$ cat src/rtl/mcu_pkg.sv
// Shared constants for the FPGA-to-MCU command path: command codes,
// UART sub-addresses and the scheduler's source indices.
package mcu_pkg;

    localparam logic [7:0] CMD_RTC        = 8'hFA;
    localparam logic [7:0] CMD_UART       = 8'hFC;
    localparam logic [7:0] CMD_DEBUG_ADDR = 8'h30;
    localparam logic [7:0] CMD_DEBUG_DATA = 8'h31;
    localparam logic [7:0] CMD_NOPE       = 8'hFF;

    localparam logic [7:0] UART_SUB_TX    = 8'h00;
    localparam logic [7:0] UART_SUB_DLL   = 8'h01;
    localparam logic [7:0] UART_SUB_DLM   = 8'h02;
    localparam logic [7:0] UART_SUB_TX_M1 = 8'h03;

    localparam int NSRC         = 6;
    localparam int SRC_UART     = 0;
    localparam int SRC_DLL      = 1;
    localparam int SRC_DLM      = 2;
    localparam int SRC_RTC      = 3;
    localparam int SRC_DBG_ADDR = 4;
    localparam int SRC_DBG_DATA = 5;

    typedef logic [23:0] word_t;

endpackage

$ cat src/rtl/mcu_rr_arb.sv
// Combinational round-robin pick: first pending slot at or after ptr, modulo N.
module mcu_rr_arb
    import mcu_pkg::*;
#(
    parameter int N = NSRC
) (
    input  logic [NSRC-1:0] pend,
    input  logic [2:0]      ptr,
    output logic [2:0]      grant,
    output logic            valid
);

    logic [3:0] idx;

    // Walk from the farthest offset down so the nearest pending slot wins.
    always_comb begin
        grant = '0;
        valid = 1'b0;
        idx   = '0;
        for (int k = N - 1; k >= 0; k--) begin
            idx = {1'b0, ptr} + 4'(k);
            if (idx >= 4'(N))
                idx = idx - 4'(N);
            if (pend[idx[2:0]]) begin
                grant = idx[2:0];
                valid = 1'b1;
            end
        end
    end

endmodule

$ cat src/rtl/mcu_tx_sched.sv
// Six-source round-robin scheduler feeding the 24-bit MCU command FIFO.
// Define MCU_TX_SCHED_DEBUG_EN to enable the debug address/data sources.
module mcu_tx_sched
    import mcu_pkg::*;
#(
    parameter int DROP_W = 8
) (
    input  logic              clk,
    input  logic              reset_n,
    input  logic              uart_tx_wr,
    input  logic [7:0]        uart_tx_data,
    input  logic [1:0]        uart_tx_mode,
    input  logic              uart_dll_wr,
    input  logic [7:0]        uart_dll,
    input  logic              uart_dlm_wr,
    input  logic [7:0]        uart_dlm,
    input  logic              rtc_cs,
    input  logic              rtc_wr_n,
    input  logic [7:0]        rtc_a,
    input  logic [7:0]        rtc_di,
    input  logic              busy,
    input  logic [15:0]       debug_addr,
    input  logic [15:0]       debug_data,
    input  logic              queue_full,
    input  logic              queue_empty,
    output logic              queue_wr,
    output logic [23:0]       queue_di,
    output logic [DROP_W-1:0] drop_cnt
);

`ifdef MCU_TX_SCHED_DEBUG_EN
    localparam int NACT = 6;
`else
    localparam int NACT = 4;
`endif

    logic [NSRC-1:0]             pend, ev, gnt;
    logic [NSRC-1:0][23:0]       word, nw;
    logic [2:0]                  rr_ptr, grant;
    logic                        gv, fill_hold;
    logic [2:0]                  drops;
    logic [DROP_W:0]             drop_sum;
    logic [DROP_W-1:0]           drop_next;

    mcu_rr_arb #(.N(NACT)) u_arb (
        .pend  (pend),
        .ptr   (rr_ptr),
        .grant (grant),
        .valid (gv)
    );

`ifdef MCU_TX_SCHED_DEBUG_EN
    logic [15:0] last_addr, last_data;

    always_ff @(posedge clk or negedge reset_n) begin
        if (!reset_n) begin
            last_addr <= '0;
            last_data <= '0;
        end else begin
            if (ev[SRC_DBG_ADDR]) last_addr <= debug_addr;
            if (ev[SRC_DBG_DATA]) last_data <= debug_data;
        end
    end
`else
    logic unused_dbg;
    assign unused_dbg = ^{debug_addr, debug_data};
`endif

    always_comb begin
        ev = '0;
        nw = '0;
        ev[SRC_UART] = uart_tx_wr & ~uart_tx_mode[1];
        nw[SRC_UART] = {CMD_UART, uart_tx_mode[0] ? UART_SUB_TX_M1 : UART_SUB_TX, uart_tx_data};
        ev[SRC_DLL]  = uart_dll_wr;
        nw[SRC_DLL]  = {CMD_UART, UART_SUB_DLL, uart_dll};
        ev[SRC_DLM]  = uart_dlm_wr;
        nw[SRC_DLM]  = {CMD_UART, UART_SUB_DLM, uart_dlm};
        ev[SRC_RTC]  = rtc_cs & ~rtc_wr_n & ~busy & (rtc_a != 8'h0C) & (rtc_a < 8'hF0);
        nw[SRC_RTC]  = {CMD_RTC, rtc_a, rtc_di};
`ifdef MCU_TX_SCHED_DEBUG_EN
        ev[SRC_DBG_ADDR] = debug_addr != last_addr;
        nw[SRC_DBG_ADDR] = {CMD_DEBUG_ADDR, debug_addr};
        ev[SRC_DBG_DATA] = debug_data != last_data;
        nw[SRC_DBG_DATA] = {CMD_DEBUG_DATA, debug_data};
`endif
    end

    // A slot being granted this cycle can absorb a new event without a drop.
    always_comb begin
        gnt = '0;
        if (!queue_full && gv)
            gnt[grant] = 1'b1;
        drops = '0;
        for (int i = SRC_UART; i <= SRC_RTC; i++)
            if (ev[i] && pend[i] && !gnt[i])
                drops = drops + 3'd1;
        drop_sum  = {1'b0, drop_cnt} + (DROP_W+1)'(drops);
        drop_next = drop_sum[DROP_W] ? '1 : drop_sum[DROP_W-1:0];
    end

    always_ff @(posedge clk or negedge reset_n) begin
        if (!reset_n) begin
            queue_wr  <= 1'b0;
            queue_di  <= '0;
            drop_cnt  <= '0;
            pend      <= '0;
            word      <= '0;
            rr_ptr    <= '0;
            fill_hold <= 1'b0;
        end else begin
            queue_wr  <= 1'b0;
            fill_hold <= 1'b0;
            drop_cnt  <= drop_next;
            if (!queue_full) begin
                if (gv) begin
                    queue_wr <= 1'b1;
                    queue_di <= word[grant];
                    rr_ptr   <= (grant == 3'(NACT - 1)) ? 3'd0 : grant + 3'd1;
                end else if (queue_empty && !fill_hold) begin
                    queue_wr  <= 1'b1;
                    queue_di  <= {CMD_NOPE, 16'h0000};
                    fill_hold <= 1'b1;
                end
            end
            for (int i = 0; i < NSRC; i++) begin
                if (ev[i] && !(pend[i] && !gnt[i] && i < SRC_DBG_ADDR)) begin
                    word[i] <= nw[i];
                    pend[i] <= 1'b1;
                end else if (gnt[i]) begin
                    pend[i] <= 1'b0;
                end
            end
        end
    end

endmodule

$ cat config.mk
export PLATFORM = sky130hd
export DESIGN_NAME = mcu_tx_sched
export DESIGN_NICKNAME = d
export VERILOG_FILES = /design/src/rtl/mcu_pkg.sv /design/src/rtl/mcu_rr_arb.sv /design/src/rtl/mcu_tx_sched.sv
export SDC_FILE = /design/constraint.sdc
export NUM_CORES = 1
export LEC_CHECK = 0
export ABC_CLOCK_PERIOD_IN_PS = 6900
export CAP_MARGIN = 0
export CORE_MARGIN = 2
export CORE_UTILIZATION = 48
export CTS_CLUSTER_DIAMETER = 200
export DETAILED_ROUTE_END_ITERATION = 8
export GPL_TIMING_DRIVEN = 0
export PLACE_DENSITY = 0.81
export SYNTH_ARGS = -nofsm -noshare
export SYNTH_HDL_FRONTEND = slang
export SYNTH_SLANG_ARGS = --single-unit
$ cat constraint.sdc
create_clock -name clk -period 6.9 [get_ports clk]
set_input_delay 1.38 -clock clk [delete_from_list [all_inputs] [get_ports clk]]
set_output_delay 1.38 -clock clk [all_outputs]
set_load 0.01 [all_outputs]
==> tab_implementation.tex, run 1 <==
\begin{tabular}{lr}
\hline
Metric & Value \\
\hline
\multicolumn{2}{l}{\textbf{Drt}} \\
\quad Vias per inst & 5.44 \\
\quad Average detailed-routed wire length per instance & 16.7 um \\
\quad Detailed router's first-iteration violation count & approximately 150 \\
\quad Number of detailed-routing iterations run before antenna repair & 4 \\
\quad Aggregate routed wire length & approximately 8900 um \\
\quad Via count & 2902 \\
\quad Count of antenna-violating nets left after detailed routing & 0 \\
\quad DRC violations left & 0 \\
\multicolumn{2}{l}{\textbf{Timing}} \\
\quad PnR worst setup slack & between 1 and 1.5 ns \\
\quad Post-layout minimum cycle time & between 5 and 6 ns \\
\quad Sum Neg Setup Slack & 0 ns \\
\quad Count of final hold-check violations & 0 \\
\quad Achievable Freq & 178 MHz \\
\quad Final setup vio count & 0 \\
\quad Normalized max-slew margin & 44.7\% \\
\quad Clock Skews & 0.0100 ns \\
\quad Period Utilization, post-route & 81.6\% \\
\quad Slew at the pin with the worst max-slew slack & $\sim$0.82 ns \\
\quad Setup repair after global routing missed its margin & no \\
\quad Number of max-slew violations in the final report & 0 \\
\multicolumn{2}{l}{\textbf{CTS}} \\
\quad Clock tree from TritonCTS & done \\
\quad Sink Count & between 80 and 90 \\
\quad Skew-Pair Late Insertion Delay & 0.35 ns \\
\quad CTS buffer count & 9 \\
\quad Number of buffers added to fix hold violations after cts & 0 \\
\quad H-tree Lvls & 3 \\
\quad Maximum buffer depth of the clock tree & 2 \\
\quad Number of setup buffers added after CTS & 0 \\
\quad Master cell of the clock root buffer & sky130\_fd\_sc\_hd\_\_clkbuf\_8 \\
\quad Cts repair resizes & 0 \\
\quad Clk slew on worst S/H paths & about 0.090 ns \\
\multicolumn{2}{l}{\textbf{Critical path}} \\
\quad Cell class contributing the biggest share of worst-path delay & compound AO/OA/AOI/OAI gates \\
\quad Number of cells on the critical path & 22 \\
\quad Crit path kind & flop to flop \\
\quad Cell with the biggest individual delay on the critical path & sky130\_fd\_sc\_hd\_\_dfrtp\_1 \\
\quad Max incr delay on CP & 0.48 ns \\
\quad Worst-path maximum fanout & 10 \\
\quad Count of buffering cells on the critical path with inverters included & 5 \\
\quad Kind of launch point of the worst setup path & flop \\
\quad Required time of the critical path & roughly 7.1 ns \\
\quad Depth of the worst register-to-register path & 22 \\
\quad Series of cell instances along the critical path & clkbuf\_1 > inv\_1 > ha\_1 > mux4\_2 > a221o\_1 > o311a\_1 > and2\_4 > buf\_6 > buf\_2 > o31a\_1 > nand2\_1 > inv\_1 > ha\_1 > xor2\_1 > ha\_1 > mux2\_2 > ha\_1 > a21o\_1 > a21oi\_1 > nor2\_1 > xnor2\_1 > nand2\_1 \\
\quad CP endpoint kind & flop \\
\quad Library cell appearing most often on the critical path & sky130\_fd\_sc\_hd\_\_ha\_1 \\
\quad Data arrival at the endpoint of the critical path & approximately 6 ns \\
\multicolumn{2}{l}{\textbf{Layout}} \\
\quad Most frequent cells in the layout & 83 x sky130\_fd\_sc\_hd\_\_clkdlybuf4s50\_1, 82 x sky130\_fd\_sc\_hd\_\_dfrtp\_1, 34 x sky130\_fd\_sc\_hd\_\_mux2\_2 \\
\quad Antenna Diode Count & 0 \\
\quad Leading cell type in the layout, fill and taps excluded & sky130\_fd\_sc\_hd\_\_clkdlybuf4s50\_1 \\
\quad Filler Cell Count & about 630 \\
\quad Area Growth Syn to Fin & 30.0\% \\
\quad Post-layout net count & between 500 and 600 \\
\quad Proportion of layout cells with a drive suffix above 1 & a little under a fifth \\
\multicolumn{2}{l}{\textbf{Synth}} \\
\quad FFs w/ async S/R, synth & between 90\% and 100\% \\
\quad Number of flops mapped to enable cells by yosys & 0 \\
\quad Ys flop type & sky130\_fd\_sc\_hd\_\_dfrtp\_1 \\
\quad Synthesized cell area & between 4000 and 5000 sq um \\
\quad Number of synthesis warnings & 0 \\
\quad Top cell type's share of synthesized area & between 50\% and 60\% \\
\quad Post-Synthesis Cells & between 300 and 400 \\
\quad Flip-flop and latch count after synthesis & 82 \\
\quad Avg Inst Size Synth & $\sim$12 sq um \\
\quad Syn nets & around 420 \\
\quad Sequential share of the synthesized area & 50.5\% \\
\quad Dominant cell type by area after synthesis & sky130\_fd\_sc\_hd\_\_dfrtp\_1 \\
\quad Most area-consuming cells after synthesis & sky130\_fd\_sc\_hd\_\_dfrtp\_1 50\%, sky130\_fd\_sc\_hd\_\_mux2\_2 9.4\%, sky130\_fd\_sc\_hd\_\_mux2i\_1 7.6\% \\
\quad Unique cell type count in the Yosys netlist & between 50 and 60 \\
\multicolumn{2}{l}{\textbf{Job}} \\
\quad Count of maximum capacitance violations & 0 \\
\multicolumn{2}{l}{\textbf{Global routing}} \\
\quad Combined global-route utilization of all metal layers & between 20\% and 30\% \\
\quad Routing layer with the top usage in global route & met2 \\
\quad Grt ovf & 0 \\
\quad Vias in the first global route & between 2000 and 3000 \\
\quad Met1 usage in global routing & roughly a quarter \\
\quad Met3 Usage GRT & around 5\% \\
\quad Antenna violations before repair & 0 \\
\quad Wire length of the first global-routing pass & between 10000 and 15000 um \\
\quad Met2 capacity usage during global routing & 35.5\% \\
\quad Maximum number of pins on one net before global-route repair & between 70 and 80 \\
\multicolumn{2}{l}{\textbf{Hold path}} \\
\quad Hold Path Stages & 1 \\
\quad Path class of the lowest-slack min-delay path & flop to flop \\
\multicolumn{2}{l}{\textbf{Power}} \\
\quad Maximum resistive drop on vdd & roughly 0.27 mV \\
\quad Power density over cell area & roughly 500 nW/um\^{}2 \\
\quad Standby leakage power & between 2 and 2.5 nW \\
\multicolumn{2}{l}{\textbf{Floorplanning}} \\
\quad Horizontal die dimension & around 96 um \\
\quad Top-level I/O count & $\sim$120 \\
\quad Core Region & 8220 sq um \\
\quad Starting density of the core & about half \\
\quad Full die area & approximately 9200 sq um \\
\quad Placement Rows & 33 \\
\quad Die H & about 96 um \\
\multicolumn{2}{l}{\textbf{Place}} \\
\quad Dpl hpwl & $\sim$6500 um \\
\quad GPL Wtd Cong & roughly 0.83 \\
\quad Worst slack at placement & 1.42 ns \\
\quad Input/output buffers & between 80 and 90 \\
\multicolumn{2}{l}{\textbf{Outcome}} \\
\quad Result of the run & complete, no violations \\
\hline
\end{tabular}
path summary, 6_finish.rpt:
path,startpoint,endpoint,slack (ns)
worst max register to register,rr_ptr[1],drop_cnt[5],1.27
max in group asynchronous,reset_n,queue_di[17],5.49
worst min-delay path,word[18],word[18],0.48
worst min register to register,word[18],word[18],0.48
min in group asynchronous,reset_n,drop_cnt[7],0.85
worst max-delay path,rr_ptr[1],drop_cnt[5],1.27
area by class of cell:
type | count | area, sq um | share of cell area, %
Inverter | 12 | 45.0 | 0.852
Sequential cell | 82 | 2050 | 38.8
Timing Repair Buffer | 85 | 866 | 16.4
Multi-Input combinational cell | 216 | 1860 | 35.2
Buffer | 18 | 110 | 2.08
Clock buffer | 10 | 138 | 2.60
Tap cell | 105 | 131 | 2.48
Clock inverter | 5 | 86.3 | 1.63
where the power goes:
part,internal (mW),switching (mW)
clock network,0.215,0.180
logic,0.756,0.671
registers,0.702,0.144
routing by layer:
layer  vias to the layer above  wire length [um]
li1                       1365                 -
met1                      1438              3710
met2                        81              4490
met3                        18               532
met4                         0               168
met5                         -                 0
cells in the mapped netlist (4+ instances only):
library cell,number
sky130_fd_sc_hd__nand3_1,7
sky130_fd_sc_hd__mux2_2,34
sky130_fd_sc_hd__buf_4,4
sky130_fd_sc_hd__dfrtp_1,82
sky130_fd_sc_hd__mux2_4,9
sky130_fd_sc_hd__clkbuf_1,6
sky130_fd_sc_hd__a22o_1,14
sky130_fd_sc_hd__mux2i_1,31
sky130_fd_sc_hd__nand2b_1,12
sky130_fd_sc_hd__inv_1,12
sky130_fd_sc_hd__nand2_1,19
sky130_fd_sc_hd__xor2_1,5
sky130_fd_sc_hd__ha_1,9
sky130_fd_sc_hd__buf_2,4
sky130_fd_sc_hd__nor2_1,12
sky130_fd_sc_hd__o21ai_0,9
through the flow:
step	hold slack, ns	cell area [sq um]	util [%]	std cells	power (mW)
6_report	0.476	5290	64.4	533	2.67
4_1_cts	0.478	5290	64.4	533	2.68
3_3_place_gp	0.456	5040	61.3	517	2.21
3_5_place_dp	0.456	5060	61.6	518	2.28
5_1_grt	0.517	5290	64.4	533	2.85
2_1_floorplan	0.434	4070	-	328	1.83
registers in the layout, indices dropped and copies added (netlist names):
register,count
word,45
rr_ptr,3
drop_cnt,8
fill_hold,1
queue_di,20
pend,4
queue_wr,1
cells by family (layout without fill, tap and decap cells):
family | after synthesis | in the layout | synth area share [%]
adder cells (fa/ha/maj) | 10 | 10 | 3.26
AND/OR/NAND/NOR | 67 | 67 | 8.65
multiplexers | 76 | 76 | 21.5
XOR/XNOR | 8 | 8 | 1.72
flip-flops | 82 | 82 | 50.5
buffers and inverters | 30 | 130 | 3.82
AO/OA/AOI/OAI | 55 | 55 | 10.6
worst register-to-register path: stages (launching register included):
cell                       delay (ns)
sky130_fd_sc_hd__dfrtp_1         0.48
sky130_fd_sc_hd__clkbuf_1        0.40
sky130_fd_sc_hd__inv_1           0.09
sky130_fd_sc_hd__ha_1            0.40
sky130_fd_sc_hd__mux4_2          0.39
sky130_fd_sc_hd__a221o_1         0.38
sky130_fd_sc_hd__o311a_1         0.16
sky130_fd_sc_hd__and2_4          0.17
sky130_fd_sc_hd__buf_6           0.12
sky130_fd_sc_hd__buf_2           0.21
sky130_fd_sc_hd__o31a_1          0.31
sky130_fd_sc_hd__nand2_1         0.10
sky130_fd_sc_hd__inv_1           0.07
sky130_fd_sc_hd__ha_1            0.31
sky130_fd_sc_hd__xor2_1          0.30
sky130_fd_sc_hd__ha_1            0.30
sky130_fd_sc_hd__mux2_2          0.28
sky130_fd_sc_hd__ha_1            0.28
sky130_fd_sc_hd__a21o_1          0.17
sky130_fd_sc_hd__a21oi_1         0.30
sky130_fd_sc_hd__nor2_1          0.10
sky130_fd_sc_hd__xnor2_1         0.15
sky130_fd_sc_hd__nand2_1         0.07
Note: power is estimated with default switching activity, not from simulation.
==> run 2: changes to the inputs <==
--- a/config.mk
+++ b/config.mk
@@ -5,14 +5,14 @@
 export SDC_FILE = /design/constraint.sdc
 export NUM_CORES = 1
 export LEC_CHECK = 0
-export ABC_CLOCK_PERIOD_IN_PS = 6900
+export ABC_CLOCK_PERIOD_IN_PS = 5100
 export CAP_MARGIN = 0
 export CORE_MARGIN = 2
-export CORE_UTILIZATION = 48
+export CORE_UTILIZATION = 43
 export CTS_CLUSTER_DIAMETER = 200
 export DETAILED_ROUTE_END_ITERATION = 8
 export GPL_TIMING_DRIVEN = 0
-export PLACE_DENSITY = 0.81
+export PLACE_DENSITY = 0.76
 export SYNTH_ARGS = -nofsm -noshare
 export SYNTH_HDL_FRONTEND = slang
 export SYNTH_SLANG_ARGS = --single-unit
==> constraint.sdc (replaced) <==
create_clock -name clk -period 5.1 [get_ports clk]
set_input_delay 1.02 -clock clk [delete_from_list [all_inputs] [get_ports clk]]
set_output_delay 1.02 -clock clk [all_outputs]
set_load 0.01 [all_outputs]
==> run 2 against run 1 <==
- hold slack improved by 0.018 ns
- clock power is 10% higher
- clock skew increased by 0.0055 ns
- register-to-register slack worse by 1.0 ns
- total power is 34% higher
- cell count grew 1.9%
- fmax up 17%
- via count is 1.8% higher
- clock-buffer cell count is the same
==> tab_implementation.tex, run 2 (synthesis results as in run 1) <==
\begin{tabular}{lr}
\hline
Metric & Value \\
\hline
\multicolumn{2}{l}{\textbf{Global routing}} \\
\quad Maximum number of pins on one net before global-route repair & 67 (-11\%) \\
\quad Combined global-route utilization of all metal layers & 18.9\% (-1.7 points) \\
\quad Vias in the first global route & 3073 (+3.2\%) \\
\quad Wire length of the first global-routing pass & 15000 um (+4.9\%) \\
\quad Grt ovf & 0 (unchanged) \\
\quad Antenna violations before repair & 0 (unchanged) \\
\multicolumn{2}{l}{\textbf{Power}} \\
\quad Standby leakage power & 2.37 nW (-0.31\%) \\
\quad Total internal power & 2.20 mW (+32\%) \\
\quad Switching portion of total power & 38.4\% (+1.1 points) \\
\quad Power share of the combinational group & 55.7\% (+2.2 points) \\
\quad Maximum resistive drop on vdd & 0.313 mV (+16\%) \\
\quad Psw & 1.37 mW (+38\%) \\
\quad Reg power frac & 32.1\% (+0.4 points) \\
\quad Power density over cell area & 670 nW/um\^{}2 (+33\%) \\
\quad Clock group share of total power & 12.2\% (-2.6 points) \\
\quad PnR Total Power & 3.57 mW (+34\%) \\
\multicolumn{2}{l}{\textbf{CTS}} \\
\quad Skew-Pair Late Insertion Delay & 0.35 ns (about the same) \\
\quad H-tree Lvls & 3 (unchanged) \\
\quad Sink Count & 82 (unchanged) \\
\quad Master cell of the clock root buffer & sky130\_fd\_sc\_hd\_\_clkbuf\_8 \\
\quad Maximum buffer depth of the clock tree & 2 (unchanged) \\
\quad Clk slew on worst S/H paths & 0.09 ns (about the same) \\
\quad CTS buffer count & 9 (unchanged) \\
\quad Number of buffers added to fix hold violations after cts & 0 (unchanged) \\
\quad Clock tree from TritonCTS & done \\
\multicolumn{2}{l}{\textbf{Drt}} \\
\quad Vias per inst & 5.44 (about the same) \\
\quad Number of detailed-routing iterations run before antenna repair & 4 (unchanged) \\
\quad Average detailed-routed wire length per instance & 17.0 um (+1.6\%) \\
\quad DRC violations left & 0 (unchanged) \\
\quad Detailed router's first-iteration violation count & 128 (-14\%) \\
\quad Aggregate routed wire length & 9210 um (+3.5\%) \\
\quad Count of antenna-violating nets left after detailed routing & 0 (unchanged) \\
\quad Via count & 2954 (+1.8\%) \\
\multicolumn{2}{l}{\textbf{Place}} \\
\quad GPL Wtd Cong & 0.773 (-7.1\%) \\
\quad Input/output buffers & 84 (unchanged) \\
\quad Worst slack at placement & -0.414 ns (-1.84 ns) \\
\quad Dpl hpwl & 6750 um (+3.8\%) \\
\quad Post-placement cell area & 5070 sq um (+0.15\%) \\
\multicolumn{2}{l}{\textbf{Timing}} \\
\quad Final setup vio count & 0 (unchanged) \\
\quad Number of max-slew violations in the final report & 0 (unchanged) \\
\quad Post-layout minimum cycle time & 4.83 ns (-0.801 ns) \\
\quad Sum Neg Setup Slack & 0 ns (unchanged) \\
\quad PnR worst setup slack & 0.269 ns (-0.999 ns) \\
\quad Setup repair after global routing missed its margin & no \\
\quad Achievable Freq & 207 MHz (+17\%) \\
\quad Normalized max-slew margin & 39.6\% (-5.2 points) \\
\quad Slew at the pin with the worst max-slew slack & 0.900 ns (+0.0769 ns) \\
\quad Count of final hold-check violations & 0 (unchanged) \\
\quad Period Utilization, post-route & 94.7\% (+13 points) \\
\quad Clock Skews & 0.0155 ns (+0.00548 ns) \\
\quad Fin Hold WS & 0.494 ns (+0.0175 ns) \\
\multicolumn{2}{l}{\textbf{Floorplanning}} \\
\quad Top-level I/O count & 117 (unchanged) \\
\quad Full die area & 10300 sq um (+11\%) \\
\quad Starting density of the core & 44.2\% (-5.3 points) \\
\quad Horizontal die dimension & 101 um (+5.4\%) \\
\quad Die H & 101 um (+5.4\%) \\
\quad Core Region & 9200 sq um (+12\%) \\
\quad Placement Rows & 35 (+6.1\%) \\
\multicolumn{2}{l}{\textbf{Layout}} \\
\quad Largest regs & word: 45 flops, queue\_di: 20 flops, drop\_cnt: 8 flops \\
\quad Antenna Diode Count & 0 (unchanged) \\
\quad Proportion of layout cells with a drive suffix above 1 & 21.3\% (+2.8 points) \\
\quad Filler Cell Count & 795 (+26\%) \\
\quad Post-layout net count & 521 (+0.58\%) \\
\quad Register area & 2050 sq um (about the same) \\
\quad Most frequent cells in the layout & 83 x sky130\_fd\_sc\_hd\_\_clkdlybuf4s50\_1, 81 x sky130\_fd\_sc\_hd\_\_dfrtp\_1, 34 x sky130\_fd\_sc\_hd\_\_mux2\_2 \\
\quad Area of the multi-input gates & 1910 sq um (+2.6\%) \\
\quad Top register by number of flip-flops & word \\
\quad Area Growth Syn to Fin & 31.2\% \\
\quad Leading cell type in the layout, fill and taps excluded & sky130\_fd\_sc\_hd\_\_clkdlybuf4s50\_1 \\
\quad Flip-flop count of the largest register after layout & 45 (unchanged) \\
\quad Final Cell Area & 5340 sq um (+0.90\%) \\
\multicolumn{2}{l}{\textbf{Critical path}} \\
\quad Required time of the critical path & 5.34 ns (-1.80 ns) \\
\quad Crit path kind & flop to flop \\
\quad Worst-path maximum fanout & 14 (+4) \\
\quad Kind of launch point of the worst setup path & flop \\
\quad Data arrival at the endpoint of the critical path & 5.07 ns (-0.80 ns) \\
\quad CP endpoint kind & flop \\
\multicolumn{2}{l}{\textbf{Outcome}} \\
\quad Result of the run & complete, no violations \\
\multicolumn{2}{l}{\textbf{Job}} \\
\quad Count of maximum capacitance violations & 0 (unchanged) \\
\multicolumn{2}{l}{\textbf{Hold path}} \\
\quad Path class of the lowest-slack min-delay path & flop to flop \\
\hline
\end{tabular}
==> run 2: path summary, 6_finish.rpt <==
path,from,endpoint,slack [ns],depth (start not counted)
setup reg to reg,rr_ptr[0],drop_cnt[5],0.27,21
hold reg to reg,queue_di[16],queue_di[16],0.49,1
min in group asynchronous,reset_n,word[48],0.53,1
hold / removal,queue_di[16],queue_di[16],0.49,1
setup / recovery,rr_ptr[0],drop_cnt[5],0.27,21
max in group asynchronous,reset_n,rr_ptr[1],3.96,2
==> run 2: area by class of cell <==
cell class                 instances  area share (%)
clock buffer                      10            2.39
tap                              111            2.60
inverter                          12           0.915
buffer                            17            2.16
clock inverter                     6           0.915
timing repair buffer              89            16.8
multi-input combinational        216            35.7
sequential                        82            38.5
==> run 2: stage by stage <==
stage	cells	util [%]
finish	543	58.0
global route	543	58.0
CTS	540	57.5
detailed placement	524	55.1
global placement	523	54.9
floorplan	328	-
==> run 2: routing by layer <==
layer	GRT usage, %	routed length (um)	up-vias
met5	0	0	-
met1	24.9	4040	1480
li1	-	-	1377
met2	30.9	4600	86
met3	4.35	454	11
met4	6.24	122	0
==> run 2: worst max-delay path: stages, from the launching register on <==
cell and delay, ns:
sky130_fd_sc_hd__dfrtp_1 0.40, sky130_fd_sc_hd__buf_6 0.17, sky130_fd_sc_hd__clkinvlp_4 0.13, sky130_fd_sc_hd__ha_4 0.32, sky130_fd_sc_hd__mux4_2 0.35, sky130_fd_sc_hd__a221o_1 0.37
sky130_fd_sc_hd__o311a_1 0.16, sky130_fd_sc_hd__and2_4 0.18, sky130_fd_sc_hd__buf_6 0.16, sky130_fd_sc_hd__o31a_1 0.29, sky130_fd_sc_hd__nand2_1 0.09, sky130_fd_sc_hd__inv_1 0.06
sky130_fd_sc_hd__ha_1 0.32, sky130_fd_sc_hd__xor2_2 0.20, sky130_fd_sc_hd__ha_1 0.29, sky130_fd_sc_hd__mux2_2 0.27, sky130_fd_sc_hd__ha_1 0.27, sky130_fd_sc_hd__a21o_1 0.21
sky130_fd_sc_hd__a21oi_4 0.20, sky130_fd_sc_hd__nor2_1 0.07, sky130_fd_sc_hd__xnor2_1 0.14, sky130_fd_sc_hd__nand2_1 0.07
==> run 2: timing repair <==
action | 4_1_cts | 5_1_grt
buffers inserted | 0 | 4
setup endpoints to repair | 8 | 8
gates resized for setup | 9 | 7
==> run 2: power groups by stage <==
stage	Sequential (mW)	Clock [mW]	Combinational, mW
floorplan	1.14	0	1.33
global placement	1.15	0	1.84
detailed placement	1.16	0	1.92
CTS	1.15	0.445	1.96
global route	1.18	0.470	2.18
finish	1.15	0.436	1.99
